===== src/rtl/mesi_isc_snoop_dispatch_pkg.sv =====
// Shared constants for the snoop dispatcher: cbus command codes, broadcast types,
// FSM state encoding and the per-CPU command decode helper.
package mesi_isc_pkg;

    localparam logic [2:0] CBUS_CMD_NOP      = 3'd0;
    localparam logic [2:0] CBUS_CMD_WR_SNOOP = 3'd1;
    localparam logic [2:0] CBUS_CMD_RD_SNOOP = 3'd2;
    localparam logic [2:0] CBUS_CMD_EN_WR    = 3'd3;
    localparam logic [2:0] CBUS_CMD_EN_RD    = 3'd4;

    localparam logic [1:0] BROAD_NOP = 2'd0;
    localparam logic [1:0] BROAD_WR  = 2'd1;
    localparam logic [1:0] BROAD_RD  = 2'd2;
    localparam logic [1:0] BROAD_ILL = 2'd3;

    typedef enum logic [1:0] {
        IDLE  = 2'd0,
        SNOOP = 2'd1,
        GRANT = 2'd2
    } state_e;

    // Command seen by one CPU given the FSM state, its pending bit and initiator role.
    function automatic logic [2:0] cpu_cmd(input state_e st, input logic pend,
                                           input logic is_init, input logic [1:0] typ);
        logic [2:0] cmd;
        cmd = CBUS_CMD_NOP;
        case (st)
            SNOOP: begin
                if (pend) cmd = (typ == BROAD_WR) ? CBUS_CMD_WR_SNOOP : CBUS_CMD_RD_SNOOP;
                else      cmd = CBUS_CMD_NOP;
            end
            GRANT: begin
                if (is_init) cmd = (typ == BROAD_WR) ? CBUS_CMD_EN_WR : CBUS_CMD_EN_RD;
                else         cmd = CBUS_CMD_NOP;
            end
            default: cmd = CBUS_CMD_NOP;
        endcase
        return cmd;
    endfunction

endpackage


===== src/rtl/mesi_isc_snoop_dispatch_if.sv =====
// Broad-FIFO head/pop and cbus command/ack signals between the dispatcher (master)
// and the FIFO plus CPU-side logic (slave).
interface mesi_isc_snoop_dispatch_if #(
    parameter int CBUS_CMD_WIDTH   = 3,
    parameter int ADDR_WIDTH       = 32,
    parameter int BROAD_TYPE_WIDTH = 2,
    parameter int BROAD_ID_WIDTH   = 7
);
    logic                          broad_fifo_status_empty_i;
    logic [ADDR_WIDTH-1:0]         broad_addr_i;
    logic [BROAD_TYPE_WIDTH-1:0]   broad_type_i;
    logic [1:0]                    broad_cpu_id_i;
    logic [BROAD_ID_WIDTH-1:0]     broad_id_i;
    logic                          broad_fifo_rd_o;
    logic [ADDR_WIDTH-1:0]         cbus_addr_o;
    logic [4*CBUS_CMD_WIDTH-1:0]   cbus_cmd_array_o;
    logic [3:0]                    cbus_ack_array_i;
    logic [BROAD_ID_WIDTH-1:0]     active_id_o;

    modport master (
        input  broad_fifo_status_empty_i, broad_addr_i, broad_type_i, broad_cpu_id_i,
               broad_id_i, cbus_ack_array_i,
        output broad_fifo_rd_o, cbus_addr_o, cbus_cmd_array_o, active_id_o
    );

    modport slave (
        output broad_fifo_status_empty_i, broad_addr_i, broad_type_i, broad_cpu_id_i,
               broad_id_i, cbus_ack_array_i,
        input  broad_fifo_rd_o, cbus_addr_o, cbus_cmd_array_o, active_id_o
    );
endinterface


===== src/rtl/mesi_isc_snoop_timer.sv =====
// Ack watchdog: counts waiting cycles without an accepted ack and flags expiry
// so the dispatcher can force its next state. Used under MESI_ISC_SNOOP_TIMEOUT_EN.
module mesi_isc_snoop_timer #(
    parameter int TIMEOUT_CYCLES = 255,
    parameter int CNT_WIDTH      = ($clog2(TIMEOUT_CYCLES + 1) > 8) ? $clog2(TIMEOUT_CYCLES + 1) : 8
) (
    input  logic clk,
    input  logic rst,
    input  logic waiting_i,
    input  logic clear_i,
    output logic expired_o
);
    logic [CNT_WIDTH-1:0] cnt_q;
    logic [CNT_WIDTH-1:0] cnt_d;

    // Expiry in the last allowed waiting cycle, unless an ack makes progress in it.
    assign expired_o = waiting_i && !clear_i && (cnt_q >= CNT_WIDTH'(TIMEOUT_CYCLES - 1));

    // Next count: restart on idle, progress or forced transition.
    always_comb begin
        cnt_d = cnt_q;
        if (!waiting_i || clear_i || expired_o) cnt_d = '0;
        else                                    cnt_d = cnt_q + CNT_WIDTH'(1);
    end

    // Counter register.
    always_ff @(posedge clk) begin
        if (rst) cnt_q <= '0;
        else     cnt_q <= cnt_d;
    end
endmodule


===== src/rtl/mesi_isc_snoop_dispatch.sv =====
// Pops broadcast requests, snoops the three non-initiating CPUs, then grants the initiator.
// Optional ack watchdog enabled by defining MESI_ISC_SNOOP_TIMEOUT_EN.
module mesi_isc_snoop_dispatch
    import mesi_isc_pkg::*;
#(
    parameter int CBUS_CMD_WIDTH   = 3,
    parameter int ADDR_WIDTH       = 32,
    parameter int BROAD_TYPE_WIDTH = 2,
    parameter int BROAD_ID_WIDTH   = 7,
    parameter int TIMEOUT_CYCLES   = 255
) (
    input  logic                      clk,
    input  logic                      rst,
    mesi_isc_snoop_dispatch_if.master bus,
    output logic                      busy_o,
    output logic                      err_o
);
    state_e                      state_q, state_d;
    logic [3:0]                  pend_q, pend_d;
    logic [ADDR_WIDTH-1:0]       addr_q;
    logic [BROAD_TYPE_WIDTH-1:0] type_q, type_nxt_s;
    logic [1:0]                  cpu_q, cpu_nxt_s;
    logic [BROAD_ID_WIDTH-1:0]   id_q;
    logic                        err_q, err_d;
    logic [4*CBUS_CMD_WIDTH-1:0] cmd_q, cmd_d;
    logic                        pop_s;
    logic                        expired_s;

    assign pop_s      = !rst && (state_q == IDLE) && !bus.broad_fifo_status_empty_i;
    assign type_nxt_s = pop_s ? bus.broad_type_i : type_q;
    assign cpu_nxt_s  = pop_s ? bus.broad_cpu_id_i : cpu_q;

`ifdef MESI_ISC_SNOOP_TIMEOUT_EN
    logic waiting_s;
    logic ack_accept_s;

    assign waiting_s    = (state_q != IDLE);
    assign ack_accept_s = ((state_q == SNOOP) && (|(bus.cbus_ack_array_i & pend_q)))
                       || ((state_q == GRANT) && bus.cbus_ack_array_i[cpu_q]);

    mesi_isc_snoop_timer #(
        .TIMEOUT_CYCLES (TIMEOUT_CYCLES)
    ) u_timer (
        .clk       (clk),
        .rst       (rst),
        .waiting_i (waiting_s),
        .clear_i   (ack_accept_s),
        .expired_o (expired_s)
    );
`else
    assign expired_s = 1'b0;
`endif

    // Next state, pending mask, sticky error and the registered per-CPU commands.
    always_comb begin
        state_d = state_q;
        pend_d  = pend_q;
        err_d   = err_q;
        cmd_d   = '0;
        case (state_q)
            IDLE: begin
                if (pop_s) begin
                    if ((bus.broad_type_i == BROAD_WR) || (bus.broad_type_i == BROAD_RD)) begin
                        state_d = SNOOP;
                        pend_d  = 4'b1111 & ~(4'b0001 << bus.broad_cpu_id_i);
                    end else if (bus.broad_type_i == BROAD_ILL) begin
                        err_d = 1'b1;
                    end else begin
                        state_d = IDLE;
                    end
                end else begin
                    state_d = IDLE;
                end
            end
            SNOOP: begin
                pend_d = pend_q & ~bus.cbus_ack_array_i;
                if (pend_d == 4'b0000) begin
                    state_d = GRANT;
                end else if (expired_s) begin
                    state_d = GRANT;
                    pend_d  = 4'b0000;
                    err_d   = 1'b1;
                end else begin
                    state_d = SNOOP;
                end
            end
            GRANT: begin
                if (bus.cbus_ack_array_i[cpu_q]) begin
                    state_d = IDLE;
                end else if (expired_s) begin
                    state_d = IDLE;
                    err_d   = 1'b1;
                end else begin
                    state_d = GRANT;
                end
            end
            default: begin
                state_d = IDLE;
                pend_d  = 4'b0000;
            end
        endcase
        for (int k = 0; k < 4; k++) begin
            cmd_d[k*CBUS_CMD_WIDTH +: CBUS_CMD_WIDTH] =
                CBUS_CMD_WIDTH'(cpu_cmd(state_d, pend_d[k], (cpu_nxt_s == 2'(k)), type_nxt_s));
        end
    end

    // State, mask, command and transaction registers; head entry latched on pop.
    always_ff @(posedge clk) begin
        if (rst) begin
            state_q <= IDLE;
            pend_q  <= 4'b0000;
            err_q   <= 1'b0;
            cmd_q   <= '0;
            addr_q  <= '0;
            type_q  <= '0;
            cpu_q   <= 2'b00;
            id_q    <= '0;
        end else begin
            state_q <= state_d;
            pend_q  <= pend_d;
            err_q   <= err_d;
            cmd_q   <= cmd_d;
            if (pop_s) begin
                addr_q <= bus.broad_addr_i;
                type_q <= bus.broad_type_i;
                cpu_q  <= bus.broad_cpu_id_i;
                id_q   <= bus.broad_id_i;
            end
        end
    end

    assign bus.broad_fifo_rd_o  = pop_s;
    assign bus.cbus_addr_o      = addr_q;
    assign bus.cbus_cmd_array_o = cmd_q;
    assign bus.active_id_o      = id_q;
    assign busy_o               = (state_q != IDLE);
    assign err_o                = err_q;
endmodule


===== src/flat_wrapper.sv =====
// flat-port wrapper written by rule: the top's interface ports become plain ports
module mesi_isc_snoop_dispatch_flat import mesi_isc_pkg::*;
#(
    parameter int CBUS_CMD_WIDTH   = 3,
    parameter int ADDR_WIDTH       = 32,
    parameter int BROAD_TYPE_WIDTH = 2,
    parameter int BROAD_ID_WIDTH   = 7,
    parameter int TIMEOUT_CYCLES   = 255
)
  (clk, rst, busy_o, err_o, bus_broad_fifo_status_empty_i, bus_broad_addr_i, bus_broad_type_i, bus_broad_cpu_id_i, bus_broad_id_i, bus_cbus_ack_array_i, bus_broad_fifo_rd_o, bus_cbus_addr_o, bus_cbus_cmd_array_o, bus_active_id_o);
  mesi_isc_snoop_dispatch_if #(.CBUS_CMD_WIDTH(CBUS_CMD_WIDTH), .ADDR_WIDTH(ADDR_WIDTH), .BROAD_TYPE_WIDTH(BROAD_TYPE_WIDTH), .BROAD_ID_WIDTH(BROAD_ID_WIDTH)) bus_i ();
  input  logic clk;
  input  logic rst;
  output logic busy_o;
  output logic err_o;
  input wire logic [$bits(bus_i.broad_fifo_status_empty_i)-1:0] bus_broad_fifo_status_empty_i;
  input wire logic [$bits(bus_i.broad_addr_i)-1:0] bus_broad_addr_i;
  input wire logic [$bits(bus_i.broad_type_i)-1:0] bus_broad_type_i;
  input wire logic [$bits(bus_i.broad_cpu_id_i)-1:0] bus_broad_cpu_id_i;
  input wire logic [$bits(bus_i.broad_id_i)-1:0] bus_broad_id_i;
  input wire logic [$bits(bus_i.cbus_ack_array_i)-1:0] bus_cbus_ack_array_i;
  output wire logic [$bits(bus_i.broad_fifo_rd_o)-1:0] bus_broad_fifo_rd_o;
  output wire logic [$bits(bus_i.cbus_addr_o)-1:0] bus_cbus_addr_o;
  output wire logic [$bits(bus_i.cbus_cmd_array_o)-1:0] bus_cbus_cmd_array_o;
  output wire logic [$bits(bus_i.active_id_o)-1:0] bus_active_id_o;
  assign bus_i.broad_fifo_status_empty_i = bus_broad_fifo_status_empty_i;
  assign bus_i.broad_addr_i = bus_broad_addr_i;
  assign bus_i.broad_type_i = bus_broad_type_i;
  assign bus_i.broad_cpu_id_i = bus_broad_cpu_id_i;
  assign bus_i.broad_id_i = bus_broad_id_i;
  assign bus_i.cbus_ack_array_i = bus_cbus_ack_array_i;
  assign bus_broad_fifo_rd_o = bus_i.broad_fifo_rd_o;
  assign bus_cbus_addr_o = bus_i.cbus_addr_o;
  assign bus_cbus_cmd_array_o = bus_i.cbus_cmd_array_o;
  assign bus_active_id_o = bus_i.active_id_o;
  mesi_isc_snoop_dispatch #(.CBUS_CMD_WIDTH(CBUS_CMD_WIDTH), .ADDR_WIDTH(ADDR_WIDTH), .BROAD_TYPE_WIDTH(BROAD_TYPE_WIDTH), .BROAD_ID_WIDTH(BROAD_ID_WIDTH), .TIMEOUT_CYCLES(TIMEOUT_CYCLES)) u_core (.clk(clk), .rst(rst), .bus(bus_i), .busy_o(busy_o), .err_o(err_o));
endmodule

===== config.mk =====
export PLATFORM = sky130hd
export DESIGN_NAME = mesi_isc_snoop_dispatch_flat
export DESIGN_NICKNAME = d
export VERILOG_FILES = /design/src/rtl/mesi_isc_snoop_dispatch_pkg.sv /design/src/rtl/mesi_isc_snoop_dispatch_if.sv /design/src/rtl/mesi_isc_snoop_timer.sv /design/src/rtl/mesi_isc_snoop_dispatch.sv /design/src/flat_wrapper.sv
export SDC_FILE = /design/constraint.sdc
export NUM_CORES = 1
export LEC_CHECK = 0
export BUFFER_PORTS_ARGS = -buffer_cell sky130_fd_sc_hd__buf_2
export CAP_MARGIN = 20
export CORE_ASPECT_RATIO = 2
export CORE_MARGIN = 5
export CORE_UTILIZATION = 30
export DETAILED_ROUTE_END_ITERATION = 10
export SKIP_LAST_GASP = 1
export SLEW_MARGIN = 25
export SYNTH_ARGS = -nofsm -noshare
export SYNTH_HDL_FRONTEND = slang
export SYNTH_HIERARCHICAL = 1
export SYNTH_SLANG_ARGS = --single-unit
export TNS_END_PERCENT = 10

===== constraint.sdc =====
create_clock -name clk -period 3.51 [get_ports clk]
set_input_delay 0.702 -clock clk [delete_from_list [all_inputs] [get_ports clk]]
set_output_delay 0.702 -clock clk [all_outputs]
set_load 0.03 [all_outputs]

==> results.sh, run 1 <==
export IMPL_period_needed_ns=2.95
export IMPL_dp_slack_ns=0.547
export IMPL_cp_end_kind="output port"
export IMPL_synth_area_leaders="dfxtp_1 (50%), nand2_1 (13%), nand3b_1 (12%)"
export IMPL_yosys_area_top_type="dfxtp_1"
export IMPL_yosysMostFrequentCell="nand2_1"
export IMPL_criticalPathCategory="in2out"
export IMPL_path_clk_slew_ns=0.05
export IMPL_synth_cell_types=38
export IMPL_worstMarginPinSlew_ns=0.607
export IMPL_r2r_slack_ns=0.91
export IMPL_rows=47
export IMPL_yosys_most_used_dff="dfxtp_1"
export IMPL_wl_per_cell_um=14.5
export IMPL_dpl_cell_area_mm2=0.00304
export IMPL_drtPass1Iterations=4
export IMPL_drt_wl_total_um=7070
export IMPL_ant_nets=0
export IMPL_synth_seq_cells=62
export IMPL_antenna_found_initial=0
export IMPL_core_mm2=0.00817
export IMPL_critPathBufInv=4
export IMPL_cap_viol_max_count=0
export IMPL_synth_edf_count=0
export IMPL_slowest_delay_ns=0.63
export IMPL_post_cts_setup_buffers=0
export IMPL_power_leakage_uw=0.00169
export IMPL_post_dp_hpwl_um=5100
export IMPL_drive_above_1_share_pct=34.4
export IMPL_fin_tns_setup_ns=0
export IMPL_cts_made_buffers=9
export IMPL_grt_usage_pct=14.1
export IMPL_syn_area_mm2=0.00247
export IMPL_h_tree_depth=3
export IMPL_clockBufferDepth=2
export IMPL_final_area_mm2=0.00337
export IMPL_p_int_uw=1480
export IMPL_postSynth_asyncResetShare_pct=0
export IMPL_power_frac_comb_pct=13.6
export IMPL_vias=2337
export IMPL_drt_iter0_markers=126
export IMPL_avgSynthCellArea_um2=8.69
export IMPL_yosys_top_cells_count="nand2_1 (85), dfxtp_1 (62), nand3b_1 (39)"
export IMPL_synth_top_cell_area_share_pct=50.3
export IMPL_grt_max_degree=54
export IMPL_ctsResizeCount=0
export IMPL_grt_pass1_vias=2356
export IMPL_hold_violations=0
export IMPL_viasPerCell=4.80
export IMPL_nNetsFinal=437
export IMPL_port_buffers=103
export IMPL_cp_start_kind="input pin"
export IMPL_fin_crit_sh_pct=84.2
export IMPL_rsz0062_at_grt="false"
export IMPL_ctsHoldBuffers=0
export IMPL_grt_first_pass_wirelength_um=11200
export IMPL_p_per_area_mw_per_mm2=591
export IMPL_hold_class="reg2reg"
export IMPL_required_ns=2.81
export IMPL_die_width_um=74.1
export IMPL_ir_worst_vdd_mv=0.350
export IMPL_yosys_warnings=6
export IMPL_routabilityCongestion=0.759
export IMPL_remaining_drc_errors=0
export IMPL_switching_power_uw=512
export IMPL_seqPwrFrac_pct=38.9
export IMPL_finalSetupViolCount=0
export IMPL_crit_slowest_cell="or4_2"
export IMPL_start_util_pct=30.2
export IMPL_syn_inst=284
export IMPL_critPathTopFamily="buffers and inverters"
export IMPL_diodes=0
export IMPL_slew_headroom_pct=58.5
export IMPL_maxSlewViolCount=0
export IMPL_overflow=0
export IMPL_cts_tree="done"
export IMPL_timing_fmax_ghz=0.339
export IMPL_cts_root_buf="clkbuf_16"
export IMPL_ys_seq_area_share_pct=50.3
export IMPL_die_area_mm2=0.0103
export IMPL_status="completed"
export IMPL_cp_common_cell="buf_2"
export IMPL_cts_sinks=62
export IMPL_timing_final_ws_setup_ns=0.556
export IMPL_top_level_ports=104
export IMPL_die_h_um=138
export IMPL_synthesis_nets=337
export IMPL_crit_path_max_fanout=50
export IMPL_crit_chain="buf_2, or4_2, inv_2, buf_4, buf_2"
export IMPL_clockPowerShare_pct=47.6
export IMPL_worst_ep_arrival_time_ns=2.25
export IMPL_worstSkewPairLatency_ns=0.33
export IMPL_area_delta_synth_final_pct=36.4
export IMPL_finClkSkew_ns=0.00851
export IMPL_swShare_pct=25.7
per-layer routing:
layer | up-vias | GRT usage (%) | share of wire (%)
met4 | 0 | 9.17 | 4.4
met3 | 18 | 3.92 | 6.2
met1 | 1091 | 13.7 | 34
met5 | - | 0 | 0
li1 | 1153 | - | -
met2 | 75 | 24.9 | 55
layout make-up:
class / instances / area, um^2
Clock inverter: 6 / 85.1
Multi-Input combinational cell: 199 / 1120
Clock buffer: 10 / 239
Fill cell: 847 / 4810
Inverter: 6 / 22.5
Tap cell: 98 / 123
Timing Repair Buffer: 106 / 538
Sequential cell: 62 / 1240
power by group through the flow:
stage / logic (uW) / registers (uW) / clock network, uW
final: 270 / 773 / 946
after global routing: 292 / 778 / 999
after CTS: 273 / 774 / 974
after detailed placement: 272 / 788 / 0
after global placement: 270 / 788 / 0
after floorplan: 106 / 856 / 0
cells in the final DEF, fill, tap and decap left out, drive strengths merged, types with 3 or more instances in the layout:
| master | instances |
|---|---|
| nor3 | 4 |
| nand2b | 3 |
| nor2 | 16 |
| nor3b | 3 |
| inv | 6 |
| o21ai | 8 |
| ha | 3 |
| nand2 | 86 |
| clkbuf | 10 |
| and3 | 3 |
| nand3b | 39 |
| mux2i | 3 |
| dfxtp | 62 |
| o22ai | 8 |
| buf | 106 |
| nor2b | 3 |
through the flow:
step                      total power [uW]  util (%)  instances  hold WS, ns
after global placement                1060      37.2        471        0.440
after CTS                             2020      41.2        487        0.457
after detailed placement              1060      37.2        471        0.450
after floorplan                        963         -        284        0.431
final                                 1990      41.2        487        0.455
after global routing                  2070      41.2        487        0.484
flip-flops by register name (all words and copies together), names as in the netlist:
signal / count
u_core/bus.active_id_o: 7
u_core/bus.cbus_addr_o: 32
u_core/bus.cbus_cmd_array_o: 12
u_core/cpu_q: 2
u_core/err_o: 1
u_core/pend_q: 4
u_core/state_q: 2
u_core/type_q: 2
logic make-up (layout without fill, tap and decap cells):
family                   after synthesis  count (layout)  share of synthesized area [%]
buffers and inverters                 23             128                           4.46
flip-flops                            62              62                           50.3
AO/OA/AOI/OAI                         27              27                           7.10
adder cells (fa/ha/maj)                3               3                           1.52
multiplexers                           4               4                           2.64
AND/OR/NAND/NOR                      165             165                           34.0
worst min-delay path: cells and delay by family, from the launching register on:
family,cells,cell delay [ns]
compound gates,1,0.05
simple gates,1,0.05
flops,1,0.30
final timing paths:
path	startpoint	to	depth (start not counted)
worst min-delay path	u_core/type_q[1]$_SDFF_PP0_	u_core/type_q[1]$_SDFF_PP0_	2
worst min register to register	u_core/type_q[1]$_SDFF_PP0_	u_core/type_q[1]$_SDFF_PP0_	2
worst max register to register	u_core/state_q[1]$_SDFF_PP0_	u_core/bus.cbus_cmd_array_o[10]$_SDFF_PP0_	9
worst max-delay path	bus_broad_fifo_status_empty_i	bus_broad_fifo_rd_o	5
Note: power is estimated with default switching activity, not from simulation.
==> run 2: changes to the inputs <==
==> constraint.sdc (replaced) <==
create_clock -name clk -period 2.5 [get_ports clk]
set_input_delay 0.5 -clock clk [delete_from_list [all_inputs] [get_ports clk]]
set_output_delay 0.5 -clock clk [all_outputs]
set_load 0.03 [all_outputs]
==> run 2 against run 1 <==
Sequential share of layout area fell by 0.37 points. First-iteration DRC count fell by 24%. Worst hold slack got worse by 0.094 ns. Critical path depth rose by 4. Non-clock buffer count rose by 8. Combinational power rose by 46%. Count of clock-buffer cells in the layout rose by 1. Via count rose by 0.47%. Worst setup slack got worse by 0.33 ns. Cell area rose by 1.0%. Critical path type is now reg2reg. Critical endpoint is now u_core/bus.cbus_cmd_array_o[10]$_SDFF_PP0_.
==> results.sh, run 2 (synthesis gave the netlist of run 1 again) <==
export IMPL_p_per_area_mw_per_mm2=780
export IMPL_cp_end_kind="register"
export IMPL_ant_nets=0
export IMPL_overflow=0
export IMPL_drtPass1Iterations=4
export IMPL_routabilityCongestion=0.825
export IMPL_top_level_ports=104
export IMPL_grt_pass1_vias=2370
export IMPL_crit_chain="or4_2, inv_2, nand2_1, o31a_2, ha_4, nor2_2, nand2_1, or2_2, o22ai_1"
export IMPL_area_delta_synth_final_pct=37.8
export IMPL_drt_iter0_markers=96
export IMPL_power_leakage_uw=0.00172
export IMPL_seqPwrFrac_pct=40.8
export IMPL_slowest_delay_ns=0.68
export IMPL_grt_first_pass_wirelength_um=11200
export IMPL_period_needed_ns=2.27
export IMPL_final_cells=495
export IMPL_nNetsFinal=445
export IMPL_fin_crit_sh_pct=90.9
export IMPL_wl_per_cell_um=14.1
export IMPL_largest_reg_flops=32
export IMPL_post_cts_setup_buffers=0
export IMPL_viasPerCell=4.74
export IMPL_die_area_mm2=0.0103
export IMPL_grt_usage_pct=14.2
export IMPL_switching_power_uw=699
export IMPL_finalSetupViolCount=0
export IMPL_rows=47
export IMPL_core_mm2=0.00817
export IMPL_diodes=0
export IMPL_cts_tree="done"
export IMPL_vias=2348
export IMPL_cts_made_buffers=9
export IMPL_die_h_um=138
export IMPL_clockPowerShare_pct=44.3
export IMPL_remaining_drc_errors=0
export IMPL_status="completed"
export IMPL_ctsHoldBuffers=0
export IMPL_finClkSkew_ns=0.00287
export IMPL_die_width_um=74.1
export IMPL_power_uw=2650
export IMPL_swShare_pct=26.3
export IMPL_cap_viol_max_count=0
export IMPL_criticalPathCategory="reg2reg"
export IMPL_port_buffers=103
export IMPL_worstMarginPinSlew_ns=0.556
export IMPL_path_clk_slew_ns=0.05
export IMPL_p_int_uw=1950
export IMPL_rsz0062_at_grt="false"
export IMPL_ir_worst_vdd_mv=0.542
export IMPL_cp_start_kind="register"
export IMPL_required_ns=2.74
export IMPL_grt_max_degree=54
export IMPL_crit_slowest_cell="or4_2"
export IMPL_slew_headroom_pct=62.9
export IMPL_worstSkewPairLatency_ns=0.32
export IMPL_critPathTopFamily="simple AND/OR/NAND/NOR gates"
export IMPL_nFillCells=831
export IMPL_timing_fmax_ghz=0.440
export IMPL_drt_wl_total_um=6980
export IMPL_final_cell_mix="buf_2 (103), nand2_1 (85), dfxtp_1 (62)"
export IMPL_start_util_pct=30.2
export IMPL_maxSlewViolCount=0
export IMPL_post_dp_hpwl_um=5110
export IMPL_power_frac_comb_pct=14.8
export IMPL_worst_ep_arrival_time_ns=2.51
export IMPL_hold_class="in2reg"
export IMPL_cp_common_cell="nand2_1"
export IMPL_cts_sinks=62
export IMPL_ctsResizeCount=0
export IMPL_critPathBufInv=1
export IMPL_cts_root_buf="clkbuf_16"
export IMPL_hold_violations=0
export IMPL_clockBufferDepth=2
export IMPL_layout_commonest_cell="buf_2"
export IMPL_antenna_found_initial=0
export IMPL_placedCellCount=479
export IMPL_crit_path_max_fanout=4
export IMPL_h_tree_depth=3
export IMPL_drive_above_1_share_pct=35.8
## run 2: cell count changes in the layout (fill, tap and decap cells not counted), sizes merged
| cell | previous run | this run |
|---|---|---|
| buf | 106 | 114 |
| bufinv | 2 | 1 |
| clkbuf | 10 | 11 |
| clkinv | 2 | 4 |
| clkinvlp | 2 | 0 |
## run 2: cell type report
class / instances / area, um^2 / area share, %
Clock buffer: 11 / 233 / 6.84
Tap cell: 98 / 123 / 3.61
Clock inverter: 5 / 50.0 / 1.47
Sequential cell: 62 / 1240 / 36.5
Inverter: 6 / 22.5 / 0.662
Timing Repair Buffer: 114 / 598 / 17.6
Multi-Input combinational cell: 199 / 1130 / 33.3
## run 2: metal layers
| layer | GRT usage (%) | part of all wire, % | routed length, um | vias up |
|---|---|---|---|---|
| met3 | 4.94 | 6.7 | 466 | 20 |
| met4 | 7.55 | 3.7 | 257 | 0 |
| met5 | 0 | 0 | 0 | - |
| met2 | 24.8 | 54 | 3790 | 85 |
| li1 | - | - | - | 1162 |
| met1 | 13.9 | 35 | 2470 | 1081 |
## run 2: worst min-delay path, stage by stage
cell	delay, ns
buf_2	0.07
nand2_1	0.04
nand2_1	0.04
## run 2: final timing paths
| kind | startpoint | end | slack (ns) | depth (start not counted) |
|---|---|---|---|---|
| worst max register to register | u_core/state_q[1]$_SDFF_PP0_ | u_core/bus.cbus_cmd_array_o[10]$_SDFF_PP0_ | 0.23 | 9 |
| worst max-delay path | u_core/state_q[1]$_SDFF_PP0_ | u_core/bus.cbus_cmd_array_o[10]$_SDFF_PP0_ | 0.23 | 9 |
| worst min-delay path | bus_broad_id_i[0] | u_core/bus.active_id_o[0]$_SDFFE_PP0N_ | 0.36 | 3 |
| worst min register to register | u_core/type_q[1]$_SDFF_PP0_ | u_core/type_q[1]$_SDFF_PP0_ | 0.45 | 2 |
## run 2: power by group through the flow
stage / registers, uW / clock network (uW) / logic (uW)
floorplan: 1200 / 0 / 153
global placement: 1100 / 0 / 393
detailed placement: 1100 / 0 / 397
CTS: 1080 / 1210 / 398
global route: 1090 / 1270 / 426
finish: 1080 / 1180 / 393
## run 2: through the flow
step                      TNS (ns)  hold slack (ns)  util [%]  worst slack [ns]  instance area, um^2
final                            0            0.361      41.6             0.228                 3400
after global routing             0            0.346      41.6             0.113                 3400
after CTS                        0            0.349      41.6             0.206                 3400
after detailed placement   -0.0282            0.450      38.1           -0.0282                 3120
after global placement           0            0.437      38.1            0.0187                 3120
after floorplan                  0            0.431         -            0.0646                 2480
